### config.mk
export PLATFORM = sky130hd
export DESIGN_NAME = vmask_reduce
export DESIGN_NICKNAME = d
export VERILOG_FILES = /design/src/rtl/vmask_reduce.sv
export SDC_FILE = /design/constraint.sdc
export NUM_CORES = 1
export LEC_CHECK = 0
export CAP_MARGIN = 5
export CORE_ASPECT_RATIO = 0.7
export CORE_MARGIN = 3
export CORE_UTILIZATION = 60
export DETAILED_ROUTE_END_ITERATION = 8
export PLACE_DENSITY_LB_ADDON = 0.25
export SLEW_MARGIN = 5
export SYNTH_ARGS = -nofsm -noshare
export SYNTH_HDL_FRONTEND = slang
export SYNTH_SLANG_ARGS = --single-unit
### constraint.sdc
create_clock -name clk -period 16.1 [get_ports clk]
set_input_delay 2.415 -clock clk [delete_from_list [all_inputs] [get_ports clk]]
set_output_delay 2.415 -clock clk [all_outputs]
set_load 0.03 [all_outputs]
### src/rtl/vmask_reduce.sv
// vmask_reduce: pipelined mask-reduction unit (vcpop.m / vfirst.m).
//
// A mask is streamed in REQ_DATA_WIDTH-bit beats. Each valid beat is
// qualified (optional v0 AND, tail trim to in_nbits) and then reduced. One
// scalar result per operation is emitted on out_vec/out_valid, tagged with
// the end beat's address.
//
// Ports:
//   clk, rst   rising-edge clock, synchronous active-high reset
//   in_valid   beat valid; low cycles are bubbles and change no state
//   in_end     last beat of the operation
//   in_op      0 = cpop, 1 = first
//   in_m0      source mask beat
//   in_v0      v0 mask beat, applied when in_vm = 0
//   in_vm      1 = unmasked
//   in_nbits   active low-order bits in this beat (clamped to REQ_DATA_WIDTH)
//   in_addr    write-back address, taken from the end beat
//   out_vec    result (count, first index, or all-ones when none found)
//   out_addr   address of the end beat
//   out_valid  one-cycle result strobe
module vmask_reduce #(
  parameter int REQ_DATA_WIDTH  = 64,
  parameter int RESP_DATA_WIDTH = 64,
  parameter int REQ_ADDR_WIDTH  = 32
) (
  input  logic                              clk,
  input  logic                              rst,
  input  logic                              in_valid,
  input  logic                              in_end,
  input  logic                              in_op,
  input  logic [REQ_DATA_WIDTH-1:0]         in_m0,
  input  logic [REQ_DATA_WIDTH-1:0]         in_v0,
  input  logic                              in_vm,
  input  logic [$clog2(REQ_DATA_WIDTH):0]   in_nbits,
  input  logic [REQ_ADDR_WIDTH-1:0]         in_addr,
  output logic [RESP_DATA_WIDTH-1:0]        out_vec,
  output logic [REQ_ADDR_WIDTH-1:0]         out_addr,
  output logic                              out_valid
);

  localparam int NBW  = $clog2(REQ_DATA_WIDTH) + 1;
  localparam int IDXW = (REQ_DATA_WIDTH > 1) ? $clog2(REQ_DATA_WIDTH) : 1;

  // ---------------------------------------------------------------------
  // Beat qualification
  // ---------------------------------------------------------------------
  logic [NBW-1:0]            nbits_c;
  logic [REQ_DATA_WIDTH-1:0] keep;
  logic [REQ_DATA_WIDTH-1:0] eff;

  always_comb begin
    nbits_c = (in_nbits > NBW'(REQ_DATA_WIDTH)) ? NBW'(REQ_DATA_WIDTH) : in_nbits;
    keep    = '0;
    for (int unsigned i = 0; i < REQ_DATA_WIDTH; i++) begin
      keep[i] = (i < 32'(nbits_c));
    end
    eff = in_m0 & (in_vm ? {REQ_DATA_WIDTH{1'b1}} : in_v0) & keep;
  end

  // ---------------------------------------------------------------------
  // S1: qualified beat register
  // ---------------------------------------------------------------------
  logic                      s1_valid;
  logic [REQ_DATA_WIDTH-1:0] s1_eff;
  logic                      s1_op;
  logic                      s1_end;
  logic [REQ_ADDR_WIDTH-1:0] s1_addr;

  always_ff @(posedge clk) begin
    if (rst) begin
      s1_valid <= 1'b0;
      s1_eff   <= '0;
      s1_op    <= 1'b0;
      s1_end   <= 1'b0;
      s1_addr  <= '0;
    end else begin
      s1_valid <= in_valid;
      if (in_valid) begin
        s1_eff  <= eff;
        s1_op   <= in_op;
        s1_end  <= in_end;
        s1_addr <= in_addr;
      end
    end
  end

  // ---------------------------------------------------------------------
  // S2: per-beat popcount, lowest set bit, beat number
  // ---------------------------------------------------------------------
  logic [NBW-1:0]  pop;
  logic [IDXW-1:0] lo_bit;
  logic            has_one;

  always_comb begin
    pop     = '0;
    lo_bit  = '0;
    has_one = 1'b0;
    for (int unsigned i = 0; i < REQ_DATA_WIDTH; i++) begin
      pop = pop + NBW'(s1_eff[i]);
      if (s1_eff[i] && !has_one) begin
        lo_bit  = IDXW'(i);
        has_one = 1'b1;
      end
    end
  end

  logic                       s2_valid;
  logic [NBW-1:0]             s2_pop;
  logic [IDXW-1:0]            s2_bit;
  logic                       s2_has_one;
  logic [RESP_DATA_WIDTH-1:0] s2_beat;
  logic                       s2_op;
  logic                       s2_end;
  logic [REQ_ADDR_WIDTH-1:0]  s2_addr;
  logic [RESP_DATA_WIDTH-1:0] beat_cnt;

  always_ff @(posedge clk) begin
    if (rst) begin
      s2_valid   <= 1'b0;
      s2_pop     <= '0;
      s2_bit     <= '0;
      s2_has_one <= 1'b0;
      s2_beat    <= '0;
      s2_op      <= 1'b0;
      s2_end     <= 1'b0;
      s2_addr    <= '0;
      beat_cnt   <= '0;
    end else begin
      s2_valid <= s1_valid;
      if (s1_valid) begin
        s2_pop     <= pop;
        s2_bit     <= lo_bit;
        s2_has_one <= has_one;
        s2_beat    <= beat_cnt;
        s2_op      <= s1_op;
        s2_end     <= s1_end;
        s2_addr    <= s1_addr;
        beat_cnt   <= s1_end ? '0 : beat_cnt + RESP_DATA_WIDTH'(1);
      end
    end
  end

  // ---------------------------------------------------------------------
  // S3: accumulate; result is re-registered once more so out_valid lands
  // on the third edge after the end beat is sampled.
  // ---------------------------------------------------------------------
  logic [RESP_DATA_WIDTH-1:0] count;
  logic [RESP_DATA_WIDTH-1:0] idx;
  logic                       found;
  logic [RESP_DATA_WIDTH-1:0] next_count;
  logic [RESP_DATA_WIDTH-1:0] next_idx;
  logic                       next_found;
  logic [RESP_DATA_WIDTH-1:0] result;

  always_comb begin
    next_count = count + RESP_DATA_WIDTH'(s2_pop);
    next_idx   = idx;
    next_found = found;
    if (!found && s2_has_one) begin
      next_idx   = s2_beat * RESP_DATA_WIDTH'(REQ_DATA_WIDTH) + RESP_DATA_WIDTH'(s2_bit);
      next_found = 1'b1;
    end
    if (s2_op) begin
      result = next_found ? next_idx : '1;
    end else begin
      result = next_count;
    end
  end

  logic                       res_valid;
  logic [RESP_DATA_WIDTH-1:0] res_vec;
  logic [REQ_ADDR_WIDTH-1:0]  res_addr;

  always_ff @(posedge clk) begin
    if (rst) begin
      count     <= '0;
      idx       <= '0;
      found     <= 1'b0;
      res_valid <= 1'b0;
      res_vec   <= '0;
      res_addr  <= '0;
    end else begin
      res_valid <= 1'b0;
      res_vec   <= '0;
      if (s2_valid) begin
        if (s2_end) begin
          res_valid <= 1'b1;
          res_vec   <= result;
          res_addr  <= s2_addr;
          count     <= '0;
          idx       <= '0;
          found     <= 1'b0;
        end else begin
          count <= next_count;
          idx   <= next_idx;
          found <= next_found;
        end
      end
    end
  end

  always_ff @(posedge clk) begin
    if (rst) begin
      out_valid <= 1'b0;
      out_vec   <= '0;
      out_addr  <= '0;
    end else begin
      out_valid <= res_valid;
      out_vec   <= res_vec;
      out_addr  <= res_addr;
    end
  end

endmodule

==> reports/metrics.yaml <==
track_usage: 0.329
dr.pass1.iters: 6
clock_skew_ns: 0.0209
hold_path.startpoint: "res_vec[31]"
ys_warn_count: 0
clkTransAtPathRegs_ns: 0.06
nFillCells: 3051
antenna_cells: 0
worst_ep_arrival_time_ns: 6.59
die-area_mm2: 0.0457
peakVddDrop_mv: 0.0865
syn-num-nets: 3187
synthFlopType: "dfxtp_1"
start_util: 0.619
cts_repair_resize_count: 0
drc_errors: 0
place_congestion: 1.01
clk_latency_ns: 0.60
status: "finished clean"
slew_violations: 0
clockBufferDepth: 3
hold_path.class: "register to register"
reg2reg_slack_ns: 9.95
grt_pass1_wl_um: 121000
totalWireLength_um: 76700
min_to: "out_vec[31]"
grt_max_degree: 213
fin_tns_setup_ns: 0
final_layout_size_suffix_gt1_frac: 0.0499
max_freq_ghz: 0.163
synth_seq_area_share: 0.454
postLayoutCellArea_mm2: 0.0307
placed_cell_area_mm2: 0.0288
wl_per_cell_um: 20.8
slew-limit-headroom: 0.126
synth_top_area_frac: 0.454
io_pins: 270
ys_seq_elements: 587
rsz0062_at_grt: "no"
drtIter0Drc: 2809
crit_type: "register to register"
synthTopCellsByArea: "dfxtp_1, nor2_1, mux2i_1"
postCtsHoldBufs: 0
worstPathMaxFanout: 7
nets: 3356
die_y_um: 180
cts_setup_buffers: 0
finalHoldViolCount: 0
clock-sinks: 587
setup_viol: 0
r2r_start: "s1_eff[5]"
h-tree-depth: 2
startpoint_type: "register"
cp-end-kind: "register"
hpwlAfterDp_um: 52400
instances_no_fill: 3689
areaGrowthSynthToFinish_pct: 18.6
required_ns: 16.54
rows: 62
dp_cells: 3592
p_per_area_mw_per_mm2: 109
p_leak_nw: 11.6
synth_common_cells: "dfxtp_1, nor2_1, a21oi_1, nand2_1, clkbuf_1"
syn_area_per_cell_um2: 8.82
core_mm2: 0.0418
die_w_um: 254
worstMarginPinSlew_ns: 1.30
yosysMostFrequentCell: "dfxtp_1"
grt_pass1_vias: 22300
max_cap_viol_count: 0
final.min_clock_period_ns: 6.15
synth-async-reset-ratio: 0
fin_crit_sh: 0.382
synthCells: 2934
synth_top_area_cell: "dfxtp_1"
r2r_cells: 18
ant_nets: 0
cts_root_buf: "clkbuf_16"
tritoncts: "yes"
io_buffers: 269
yosysUniqueCellTypes: 80
synth_edf_count: 0
synthesis.area_mm2: 0.0259
antenna_found_initial: 0
viasPerCell: 6.17
hold_depth: 1
vias: 22700
cts_buffers: 53
grt.overflow.total: 0
regToRegEndpoint: "s2_pop[5]"
## state kept, by name (all words and copies together) (netlist names), 6 cells and up
| signal | count |
|---|---|
| beat_cnt | 58 |
| count | 64 |
| idx | 64 |
| out_addr | 32 |
| out_vec | 64 |
| res_addr | 32 |
| res_vec | 64 |
| s1_addr | 32 |
| s1_eff | 64 |
| s2_addr | 32 |
| s2_beat | 58 |
| s2_bit | 6 |
| s2_pop | 7 |
## worst max-delay path by stage
| stage | slack [ns] | start | depth (start not counted) | endpoint |
|---|---|---|---|---|
| 6_report | 9.95 | s1_eff[5] | 18 | s2_pop[5] |
| 2_1_floorplan | 10.41 | s1_eff[5] | 18 | s2_pop[5] |
| 5_1_grt | 9.64 | s1_eff[5] | 18 | s2_pop[5] |
| 3_5_place_dp | 9.98 | s1_eff[5] | 18 | s2_pop[5] |
| 4_1_cts | 9.97 | s1_eff[5] | 18 | s2_pop[5] |
| 3_3_place_gp | 10.18 | s1_eff[5] | 18 | s2_pop[5] |
## placed cells by master, fill, tap and decap left out, drive strengths merged, types with 6 or more instances in the layout
master / instances
or2: 7
or3: 34
and3: 25
nor4: 28
xor2: 65
o211ai: 16
a21oi: 274
and2: 11
fa: 55
mux2i: 144
ha: 25
dfxtp: 587
nor3: 51
nor2b: 102
nand4: 22
a22oi: 23
a22o: 51
a211oi: 17
nand2b: 14
a31oi: 13
or4: 6
clkbuf: 71
nor2: 395
inv: 118
o21a: 9
nand2: 270
xnor2: 43
o21ai: 122
a21o: 12
and4: 13
nand3: 64
bufinv: 8
buf: 26
clkdlybuf4s50: 266
a221oi: 51
o2111ai: 21
clkinv: 12
## worst max-delay path, stage by stage, from the launching register on
cell     delay [ns]
dfxtp_1        0.45
inv_1          0.13
fa_1           0.53
fa_1           0.38
inv_1          0.08
fa_1           0.47
fa_1           0.55
fa_1           0.53
fa_1           0.52
fa_1           0.52
fa_1           0.52
ha_1           0.31
a21o_1         0.17
a21o_1         0.19
a21o_1         0.18
a21oi_1        0.19
xnor2_1        0.09
mux2i_1        0.16
nor2_1         0.06
## report_power, final
group / leakage [nW] / internal [mW] / switching (mW)
combinational: 5.93 / 0.212 / 0.279
sequential: 4.75 / 1.48 / 0.0307
clock: 0.916 / 0.790 / 0.564
## through the flow
stage	power, mW	util	hold slack [ns]	setup slack [ns]
after floorplan	1.86	-	0.414	10.41
after global placement	2.00	0.689	0.416	10.18
after detailed placement	2.02	0.689	0.424	9.98
after CTS	3.36	0.734	0.440	9.97
after global routing	3.49	0.734	0.456	9.64
final	3.35	0.734	0.436	9.95
## per-layer routing
metal,global-route usage,up-vias,share of wire
met2,0.500,1142,0.44
met4,0.0797,0,0.021
met1,0.474,11000,0.43
met3,0.0758,147,0.10
met5,0,-,0
li1,-,10500,-
## cell families after synthesis
group           after synthesis  share of synthesized area
flops                       587                      0.454
buf+inv                     295                     0.0434
mux                         149                     0.0579
xor+xnor                    108                     0.0365
simple gates               1059                      0.194
fa+ha+maj                    80                     0.0546
compound gates              656                      0.160
## layout make-up
cell class                      count  area, µm²  area share
Clock buffer                       71       1510      0.0490
Sequential cell                   587      11800       0.383
Multi-Input combinational cell   2052      13100       0.425
Inverter                          117        440      0.0144
Timing Repair Buffer              292       2870      0.0936
Clock inverter                     26        379      0.0124
Tap cell                          544        681      0.0222
(Power assumes the default switching activity.)
